<file path="src/rtl/debug_unit.sv">
// Debug/control unit: gates the multi-cycle CPU (run/step/halt), walks the
// debug read address with board buttons and muxes CPU status onto disp/led.
module debug_unit #(
  parameter int unsigned ADDR_W = 8,
  parameter int unsigned DATA_W = 32
) (
  input  logic              clk,
  input  logic              rst,
  input  logic              succ,
  input  logic              step,
  input  logic              inc,
  input  logic              dec,
  input  logic              m_rf,
  input  logic [2:0]        sel,
  input  logic              instr_done,
  input  logic [DATA_W-1:0] rf_data,
  input  logic [DATA_W-1:0] mem_data,
  input  logic [DATA_W-1:0] pc,
  input  logic [DATA_W-1:0] npc,
  input  logic [DATA_W-1:0] ir,
  input  logic [DATA_W-1:0] rs_val,
  input  logic [DATA_W-1:0] rt_val,
  input  logic [DATA_W-1:0] alu_out,
  input  logic [DATA_W-1:0] mdr,
  input  logic [15:0]       ctrl_word,
  output logic              run,
  output logic [ADDR_W-1:0] m_rf_addr,
  output logic [DATA_W-1:0] disp,
  output logic [15:0]       led,
  output logic [15:0]       inst_cnt,
  output logic [15:0]       cyc_cnt
);

  localparam int unsigned RF_AW = 5;
  localparam int unsigned BTN_W = 3;
  localparam int unsigned CNT_W = 16;

  typedef enum logic [1:0] {
    IDLE = 2'd0,
    STEP = 2'd1,
    CONT = 2'd2
  } state_t;

  state_t            state_q;
  state_t            state_d;
  logic [BTN_W-1:0]  btn_r1;
  logic [BTN_W-1:0]  btn_r2;
  logic [BTN_W-1:0]  btn_edge;
  logic              step_edge;
  logic              inc_only;
  logic              dec_only;
  logic [RF_AW-1:0]  rf_addr;
  logic [ADDR_W-1:0] addr_d;
  logic [DATA_W-1:0] disp_d;
  logic [15:0]       led_d;

  // Button synchronisers; bit order {dec, inc, step}
  always_ff @(posedge clk) begin
    if (!rst) begin
      btn_r1 <= '0;
      btn_r2 <= '0;
    end else begin
      btn_r1 <= {dec, inc, step};
      btn_r2 <= btn_r1;
    end
  end

  assign btn_edge  = btn_r1 & ~btn_r2;
  assign step_edge = btn_edge[0];
  assign inc_only  = btn_edge[1] & ~btn_edge[2];
  assign dec_only  = btn_edge[2] & ~btn_edge[1];

  // Run-mode next state; leaving CONT goes through STEP so the CPU halts on a boundary
  always_comb begin
    state_d = state_q;
    case (state_q)
      IDLE: begin
        if (succ)           state_d = CONT;
        else if (step_edge) state_d = STEP;
      end
      STEP: begin
        if (succ)                   state_d = CONT;
        else if (run && instr_done) state_d = IDLE;
      end
      CONT: begin
        if (!succ) state_d = (run && instr_done) ? IDLE : STEP;
      end
      default: state_d = IDLE;
    endcase
  end

  // Next debug address; the register-file view wraps at 32 and clears upper bits
  always_comb begin
    addr_d  = m_rf_addr;
    rf_addr = m_rf_addr[RF_AW-1:0];
    if (m_rf) begin
      if (inc_only)      rf_addr = rf_addr + RF_AW'(1);
      else if (dec_only) rf_addr = rf_addr - RF_AW'(1);
      addr_d = ADDR_W'(rf_addr);
    end else begin
      if (inc_only)      addr_d = m_rf_addr + ADDR_W'(1);
      else if (dec_only) addr_d = m_rf_addr - ADDR_W'(1);
    end
  end

  // Display and LED source selection
  always_comb begin
    disp_d = mdr;
    case (sel)
      3'd0:    disp_d = m_rf ? rf_data : mem_data;
      3'd1:    disp_d = pc;
      3'd2:    disp_d = npc;
      3'd3:    disp_d = ir;
      3'd4:    disp_d = rs_val;
      3'd5:    disp_d = rt_val;
      3'd6:    disp_d = alu_out;
      default: disp_d = mdr;
    endcase
    led_d = (sel == 3'd0) ? 16'(m_rf_addr) : ctrl_word;
  end

  // State, run enable, counters and registered views
  always_ff @(posedge clk) begin
    if (!rst) begin
      state_q   <= IDLE;
      run       <= 1'b0;
      m_rf_addr <= '0;
      disp      <= '0;
      led       <= '0;
      inst_cnt  <= '0;
      cyc_cnt   <= '0;
    end else begin
      state_q   <= state_d;
      run       <= (state_d != IDLE);
      m_rf_addr <= addr_d;
      disp      <= disp_d;
      led       <= led_d;
      if (run) begin
        cyc_cnt <= cyc_cnt + CNT_W'(1);
        if (instr_done) inst_cnt <= inst_cnt + CNT_W'(1);
      end
    end
  end

endmodule

</file>
<file path="config.mk">
export PLATFORM = sky130hd
export DESIGN_NAME = debug_unit
export DESIGN_NICKNAME = d
export VERILOG_FILES = /design/src/rtl/debug_unit.sv
export SDC_FILE = /design/constraint.sdc
export NUM_CORES = 1
export LEC_CHECK = 0
export CORE_AREA = 2 2 158 160
export DETAILED_ROUTE_END_ITERATION = 12
export DIE_AREA = 0 0 160 162
export GPL_TIMING_DRIVEN = 1
export PLACE_DENSITY_LB_ADDON = 0.25
export SYNTH_ARGS = -nofsm -noshare
export SYNTH_HDL_FRONTEND = slang
export SYNTH_SLANG_ARGS = --single-unit
</file>
<file path="constraint.sdc">
create_clock -name clk -period 2.3 [get_ports clk]
set_input_delay 0.46 -clock clk [delete_from_list [all_inputs] [get_ports clk]]
set_output_delay 0.46 -clock clk [all_outputs]
set_load 0.02 [all_outputs]
</file>
---- After elaboration in Yosys (flattened, before gate mapping) ----
Index checks and enable logic that the tools add are counted.
operators by class
  eq/ne operators ......................... 8
  reductions and logical operators ........ 8
  bitwise logic cells ..................... 7
  mux-type cells .......................... 15
  add/subtract/negate cells ............... 6
operators with widths
  operator                 number
  $pmux W32 S7             1
  $add A16 B1 Y16 const B  2
  $mux W32                 1
  $mux W8                  3
  $mux W5                  3
  $mux W2                  5
  $eq A3 B3 Y1 const B     3
  $add A8 B1 Y8 const B    1
  $sub A8 B1 Y8 const B    1
  $eq A3 B2 Y1 const B     2
  $pmux W2 S3              1
  $add A5 B1 Y5 const B    1
  $sub A5 B1 Y5 const B    1
  $reduce_bool A2 Y1       2
  $reduce_or A2 Y1         2
  $and A3 B3 Y3            1
  $eq A3 B1 Y1 const B     1
  $logic_not A3 Y1         1
  $not A1 Y1               3
  $not A3 Y3               1
  $and A1 B1 Y1            2
  $eq A2 B1 Y1 const B     1
  $eq A2 B2 Y1 const B     1
  $logic_not A2 Y1         1
  other kinds (3)          3
word-level totals
  output and inout port bits .............. 89
  register bits ........................... 97

---- Longest topological paths before layout ----
Gate-level depths: netlist of run 1.
  word-level depth ........................ 7
  gate-level depth with buffers ........... 9

---- Worst setup path after synthesis of run 1 ----
Ideal clock, no wire load.
  path type ............................... reg2reg
  from .................................... register btn_r1[1]
  to ...................................... register m_rf_addr[7]
  library setup time ...................... 0.118 ns
  data required time ...................... 2.182 ns
  arrival time ............................ 1.981 ns
  cell stages (with the launch flop) ...... 10
  path buffers ............................ 0
  path slack .............................. 0.201 ns
  clock period less this slack ............ 2.099 ns
  path through ............................ dfxtp_1 > nor2b_1 > ha_1 > inv_1 > ha_1 > a21oi_1 > a21oi_1 > or3_1 > a21o_1 > mux2i_1
on the way
  cells in the longest elaborated chain, start to end .. 4
  elaborated cells on any way between the ends .. 6
  those cells by class .................... mux: 1; bitwise: 4; reduce/logical: 1
RTL lines
  what                                 line  source
  start, declared                      46    logic [BTN_W-1:0] btn_r1;
  start signal, assigned               63    btn_r1 <= {dec, inc, step};
  $and A3 B3 Y3 (*)                    68    assign btn_edge = btn_r1 & ~btn_r2;
  $not A1 Y1                           71    assign dec_only = btn_edge[2] & ~btn_edge[1];
  $and A1 B1 Y1                        71
  $reduce_bool A2 Y1 (no source line)  n/a
  end signal, assigned                 135   m_rf_addr <= addr_d;
  end, declared                        27    output logic [ADDR_W-1:0] m_rf_addr,
Mark *: on every way between the ends. The rest lies on a longest branch, timed or not.
A chain may end at the register's enable or synchronous reset.

---- Final worst setup path of run 1 ----
Ends and elaborated chain as after synthesis.

==> results of run 1 <==
-- cell type report --
type                    count  area, um^2
clock buffers               9         225
clock inverters             7        81.3
multi-input cells         544        3780
diodes                      4        10.0
inverters                   7        26.3
fillers                  2460       13300
well taps                 324         405
repair buffers            441        4350
flip-flops and latches     97        1940
-- per-stage QoR --
stage	setup WS (ns)	power, W	cell area [um^2]	std cells	hold slack [ns]
floorplan	0.201	0.00258	5990	703	0.421
global route	0.0340	0.00538	10800	1433	0.496
detailed placement	0.0371	0.00354	10500	1413	0.445
global placement	0.0640	0.00354	10500	1413	0.436
finish	0.209	0.00511	10800	1433	0.456
CTS	0.00565	0.00519	10800	1429	0.463
-- state kept, by name, summed over array words and instances, names as in the netlist --
| register | flops |
|---|---|
| btn_r2 | 3 |
| inst_cnt | 16 |
| state_q | 2 |
| cyc_cnt | 16 |
| btn_r1 | 3 |
| m_rf_addr | 8 |
| run | 1 |
| disp | 32 |
| led | 16 |
-- cells in the mapped netlist, drive strengths merged (2+ instances only) --
| library cell | count | area share |
|---|---|---|
| nand3 | 7 | 0.0067 |
| a211oi | 2 | 0.0025 |
| buf | 34 | 0.032 |
| xnor2 | 16 | 0.023 |
| a31oi | 8 | 0.0084 |
| inv | 6 | 0.0038 |
| nor3b | 2 | 0.0025 |
| nand2b | 7 | 0.0073 |
| or3 | 5 | 0.0052 |
| nor4 | 2 | 0.0031 |
| o22ai | 8 | 0.0084 |
| a32oi | 2 | 0.0029 |
| nand2 | 81 | 0.051 |
| o221ai | 10 | 0.015 |
| o21ai | 52 | 0.043 |
| mux2 | 28 | 0.054 |
| dfxtp | 97 | 0.32 |
| xor2 | 14 | 0.020 |
| and4 | 4 | 0.0063 |
| ha | 10 | 0.021 |
| o221a | 12 | 0.023 |
| mux2i | 29 | 0.048 |
| nor3 | 6 | 0.0058 |
| and3 | 12 | 0.013 |
| nand4 | 9 | 0.012 |
| clkbuf | 21 | 0.013 |
| a22oi | 18 | 0.023 |
| nor2b | 19 | 0.020 |
| o211a | 6 | 0.010 |
| and2 | 42 | 0.045 |
| nor2 | 29 | 0.019 |
| a22o | 3 | 0.0044 |
| a21oi | 40 | 0.033 |
| a21boi | 14 | 0.018 |
| a221oi | 35 | 0.052 |
| o31ai | 2 | 0.0025 |
| nor4b | 2 | 0.0029 |
-- cell families after synthesis --
group	Yosys count	share of synthesized area
buf+inv	62	0.0493
flops	97	0.324
fa+ha+maj	11	0.0242
compound gates	215	0.249
mux	58	0.107
simple gates	230	0.203
xor+xnor	30	0.0439
-- metal layers --
layer | up-vias | part of all wire
met3 | 35 | 0.075
met5 | - | 0
met1 | 3226 | 0.39
li1 | 3393 | -
met2 | 299 | 0.51
met4 | 0 | 0.020
-- what timing repair did --
action	4_1_cts	5_1_grt
resized for setup	0	7
buffers inserted	0	0
endpoints found under the setup margin	0	4
-- power breakdown --
group	internal (W)	switching (W)	total (W)
Clock	0.000779	0.000813	0.00159
Sequential	0.00178	0.0000613	0.00184
Combinational	0.000979	0.000699	0.00168
-- worst max path at each step --
stage                                    start                        end  slack (ns)  cells after the start
final                     btn_r1[1]$_SDFF_PN0_  m_rf_addr[7]$_SDFFE_PP0P_        0.21                      9
after global routing      btn_r1[1]$_SDFF_PN0_  m_rf_addr[7]$_SDFFE_PP0P_        0.03                      9
after global placement    btn_r1[1]$_SDFF_PN0_  m_rf_addr[6]$_SDFFE_PP0P_        0.06                      9
after detailed placement  btn_r1[1]$_SDFF_PN0_  m_rf_addr[6]$_SDFFE_PP0P_        0.04                      9
after floorplan           btn_r1[1]$_SDFF_PN0_  m_rf_addr[7]$_SDFFE_PP0P_        0.20                      9
after CTS                 btn_r1[1]$_SDFF_PN0_  m_rf_addr[6]$_SDFFE_PP0P_       0.006                      9
-- worst max-delay path, cell delays in order, from the launching register on --
cell	delay (ns)
sky130_fd_sc_hd__dfxtp_1	0.33
sky130_fd_sc_hd__nor2b_2	0.13
sky130_fd_sc_hd__ha_2	0.18
sky130_fd_sc_hd__inv_2	0.09
sky130_fd_sc_hd__ha_1	0.34
sky130_fd_sc_hd__a21oi_2	0.18
sky130_fd_sc_hd__a21oi_1	0.10
sky130_fd_sc_hd__or3_1	0.34
sky130_fd_sc_hd__a21o_1	0.19
sky130_fd_sc_hd__mux2i_1	0.11
==> results.toml, run 1 <==
[run_status]
outcome = "completed"

[clocking]
max-clock-path-buffers = 2
tritoncts = "built"
clkLatencyLatePin_ns = 0.35
clock_tree.root_cell = "sky130_fd_sc_hd__clkbuf_16"
cts_buffers = 9
tritoncts_num_sinks = 97
path_clk_slew_ns = 0.08
h-tree-depth = 3
cts_hold_buf = 0

[timing]
slew_violations = 0
max_slew.worst_pin.slew_ns = 0.551
clock-skew-final_ns = 0.0121
report.final.setup_viol = 0
maxClockFrequency_mhz = 478
grt_setup_unrepaired = "no"
fin_setup_tns_ns = 0
final_min_period_over_clock_period = 0.909
hold_viol = 0
finalCriticalPeriod_ns = 2.09
worst_case_headroom_to_the_max_slew_limit = 0.631

[synthesis]
synthesis.nets = 1029
synthesis.instances = 703
synthArstFlopShare = 0
synth-warning-count = 0
netlist-cell-type-count = 61
synth_enable_flop_cells = 0
seq_area_frac_synth = 0.324
synthFlopType = "sky130_fd_sc_hd__dfxtp_1"
avgSynthCellArea_um2 = 8.52
flip_flop_and_latch_count_after_synthesis = 97
post_synth_instance_area_um2 = 5990

[route]
route.detailed.wl_per_inst_um = 19.8
vias = 6953
postRouteWirelength_um = 28300
firstDrtPassIters = 5
initialDrtViolationCount = 276
drtAntennaViolNets = 0
viasPerCell = 4.85
remaining_drc_errors = 0

[worst_setup_path]
critical_path_arrival_ns = 2.34
timing.reg2reg.worst_path_depth = 9
timing.rr.start = "btn_r1[1]$_SDFF_PN0_"
rr_endpoint = "m_rf_addr[7]$_SDFFE_PP0P_"
timing_worst_setup_path_type = "reg -> reg"
regToRegSetupSlack_ns = 0.21
critical_path.startpoint_type = "flop"
timing.critical_path.to_type = "flop"
worstPathMaxFanout = 7
timing.critical_path.required_ns = 2.55

[placed_design]
port_buffers = 403
place_congestion = 0.866
hpwlAfterDp_um = 22900

[finish]
nNetsFinal = 1426
final_common_cell = "sky130_fd_sc_hd__clkdlybuf4s50_1"
mostFrequentLayoutCells = "398 x sky130_fd_sc_hd__clkdlybuf4s50_1, 97 x sky130_fd_sc_hd__dfxtp_1, 81 x sky130_fd_sc_hd__nand2_1"
final_core_util = 0.449
share_of_final_layout_standard_cells_stronger_than_drive_strength_1 = 0.108
syn_to_final_growth_pct = 80.5

[global_routing]
met1_usage = 0.239
global_route_wire_length_before_repair_um = 42000
globalRouteOverflowTotal = 0
grt_util_met3 = 0.0580
grt_most_used_layer = "met2"
vias_in_the_first_global_route = 7279
grt.met2_usage = 0.388
grt_start_max_net_pins = 75
number_of_antenna_violations_at_the_first_check_in_global_routing = 4
grt_usage = 0.212

[floorplan]
number_of_standard_cell_rows_in_the_floorplan = 57
die_height_um = 162
core_region_um2 = 24100
die_area_um2 = 25900
fp.dieW_um = 160
ioPinCount = 404
initial_core_util = 0.249

[pwr]
peakVddDrop_uv = 353
p_leak_nw = 4.17
power-per-cell-area_nw_per_um2 = 472

[min_path]
timing.hold.worst_path_depth = 1
min-delay-start = "btn_r1[0]$_SDFF_PN0_"
hold_end = "btn_r2[0]$_SDFF_PN0_"
min_path_type = "reg -> reg"

[run]
count_of_maximum_capacitance_violations = 0
No activity file was read; power rests on OpenSTA's default activity.
==> run 2: changes to the inputs <==
--- a/config.mk
+++ b/config.mk
@@ -5,10 +5,12 @@
 export SDC_FILE = /design/constraint.sdc
 export NUM_CORES = 1
 export LEC_CHECK = 0
-export CORE_AREA = 2 2 158 160
+export CELL_PAD_IN_SITES_DETAIL_PLACEMENT = 1
+export CELL_PAD_IN_SITES_GLOBAL_PLACEMENT = 2
+export CORE_AREA = 2 2 181 183
 export DETAILED_ROUTE_END_ITERATION = 12
-export DIE_AREA = 0 0 160 162
-export GPL_TIMING_DRIVEN = 1
+export DIE_AREA = 0 0 183 185
+export GPL_TIMING_DRIVEN = 0
 export PLACE_DENSITY_LB_ADDON = 0.25
 export SYNTH_ARGS = -nofsm -noshare
 export SYNTH_HDL_FRONTEND = slang
==> run 2 against run 1 <==
Net effect: critical path depth decreased by 2; die area increased by 31%; setup slack got worse by 0.11 ns; sequential power about the same; sequential share of layout area decreased by 0.21 points; global-route usage decreased by 1.3 points; first-iteration DRC count decreased by 9.8%; register-to-register slack got worse by 0.08 ns; clock power increased by 3%; cell count increased by 6.8%; clock-buffer cell count increased by 2; core utilization decreased by 11 points; critical endpoint is now disp[10]$_SDFF_PN0_; largest power group unchanged; highest routed layer is now met5.
==> results.toml, run 2 (synthesized netlist as in run 1, its figures left out) <==
[route]
route.detailed.wl_per_inst_um = 22.6
drtAntennaViolNets = 0
remaining_drc_errors = 0
postRouteWirelength_um = 34600
viasPerCell = 4.63
initialDrtViolationCount = 249
firstDrtPassIters = 4
vias = 7084

[floorplan]
number_of_standard_cell_rows_in_the_floorplan = 66
core_region_um2 = 32000
fp.dieW_um = 183
ioPinCount = 404
die_area_um2 = 33900
die_height_um = 185
initial_core_util = 0.187

[timing]
maxClockFrequency_mhz = 453
max_slew.worst_pin.slew_ns = 0.797
finalCriticalPeriod_ns = 2.21
postLayoutSetupSlackWorst_ns = 0.0948
worst_case_headroom_to_the_max_slew_limit = 0.469
report.final.setup_viol = 0
grt_setup_unrepaired = "yes"
fin_setup_tns_ns = 0
hold_viol = 0
clock-skew-final_ns = 0.0177
final_min_period_over_clock_period = 0.959
slew_violations = 0

[global_routing]
grt_start_max_net_pins = 17
grt_usage = 0.198
global_route_wire_length_before_repair_um = 48600
vias_in_the_first_global_route = 7525
globalRouteOverflowTotal = 0
number_of_antenna_violations_at_the_first_check_in_global_routing = 1

[worst_setup_path]
critical_path_arrival_ns = 2.45
critPathMaxStageDelay_ns = 0.47
cp_cell_instances = "clkdlybuf4s50_1, buf_2, buf_2, clkbuf_4, nor2_1, a221oi_1, nor2_1"
timing_worst_setup_path_type = "in -> reg"
worstPathMaxFanout = 10
critPathSlowestCell = "sky130_fd_sc_hd__a221oi_1"
critical_path.startpoint_type = "input pin"
timing.critical_path.required_ns = 2.55
timing.critical_path.to_type = "flop"

[pwr]
p_leak_nw = 4.16
peakVddDrop_uv = 335
power-per-cell-area_nw_per_um2 = 478

[finish]
largest_register_ffs = 32
syn_to_final_growth_pct = 82.7
mostFrequentLayoutCells = "401 x sky130_fd_sc_hd__clkdlybuf4s50_1, 97 x sky130_fd_sc_hd__dfxtp_1, 81 x sky130_fd_sc_hd__nand2_1"
finalInstanceArea_um2 = 10900
final_core_util = 0.342
insertedDiodeCount = 0
final_common_cell = "sky130_fd_sc_hd__clkdlybuf4s50_1"
share_of_final_layout_standard_cells_stronger_than_drive_strength_1 = 0.111
most_flops_register = "disp"
nNetsFinal = 1443

[clocking]
clock_tree.root_cell = "sky130_fd_sc_hd__clkbuf_16"
path_clk_slew_ns = 0.08
tritoncts_num_sinks = 97
h-tree-depth = 3
tritoncts = "built"
max-clock-path-buffers = 2
cts_hold_buf = 0
cts_buffers = 9
clkLatencyLatePin_ns = 0.36

[run_status]
outcome = "completed"

[placed_design]
place_congestion = 0.761
port_buffers = 401
dpl_cell_area_um2 = 10500
post-place-ws_ns = -0.575
hpwlAfterDp_um = 28500

[run]
count_of_maximum_capacitance_violations = 0

[min_path]
min_path_type = "reg -> reg"
run 2: changes by cell type in the layout (fill, tap and decap cells not counted), moves of 3 or more:
cell / before / now
sky130_fd_sc_hd__a221oi_2: 1 / 5
sky130_fd_sc_hd__clkbuf_2: 0 / 4
sky130_fd_sc_hd__buf_12: 4 / 0
sky130_fd_sc_hd__clkbuf_1: 0 / 18
sky130_fd_sc_hd__clkdlybuf4s50_1: 398 / 401
sky130_fd_sc_hd__buf_4: 35 / 7
sky130_fd_sc_hd__a221oi_1: 34 / 30
sky130_fd_sc_hd__buf_2: 4 / 23
sky130_fd_sc_hd__diode_2: 4 / 0
run 2: critical path: cells and delay by family:
kind / cells / cell delay [ns]
buf+inv: 4 / 1.25
compound gates: 1 / 0.47
simple gates: 2 / 0.27
run 2: through the flow:
stage	total power, W	std cells	hold WS, ns
after global placement	0.00359	1512	0.443
final	0.00524	1530	0.452
after detailed placement	0.00360	1512	0.436
after floorplan	0.00258	703	0.421
after CTS	0.00528	1528	0.458
after global routing	0.00550	1530	0.484
run 2: timing repair:
| action | CTS | global route |
|---|---|---|
| pin swaps | 0 | 3 |
| endpoints found under the setup margin | 18 | 16 |
| setup buffers | 0 | 2 |
| gates resized for setup | 10 | 20 |
run 2: layout make-up:
cell class | instances | area (um^2)
sequential | 97 | 1940
buffer | 55 | 282
inverter | 7 | 30.0
tap | 408 | 510
clock buffer | 11 | 243
fill | 3719 | 21100
multi-input combinational | 544 | 3850
clock inverter | 5 | 61.3
timing repair buffer | 403 | 4030
run 2: path summary, 6_finish.rpt:
path	start	endpoint	slack, ns	depth (start not counted)
worst max register to register	btn_r2[2]$_SDFF_PN0_	m_rf_addr[7]$_SDFFE_PP0P_	0.13	9
worst min register to register	btn_r1[1]$_SDFF_PN0_	btn_r2[1]$_SDFF_PN0_	0.45	1
worst max-delay path	sel[2]	disp[10]$_SDFF_PN0_	0.09	7
worst min-delay path	btn_r1[1]$_SDFF_PN0_	btn_r2[1]$_SDFF_PN0_	0.45	1
run 2: per-layer routing:
layer,vias up,share of wire,GRT usage
met1,3363,0.40,0.224
met4,2,0.018,0.0496
met2,270,0.51,0.370
met5,-,0.00041,0
li1,3422,-,-
met3,27,0.067,0.0513
run 2: report_power, final:
part | internal [W] | switching (W) | total [W]
registers | 0.00178 | 0.0000607 | 0.00184
logic | 0.000981 | 0.000774 | 0.00176
clock network | 0.000885 | 0.000756 | 0.00164
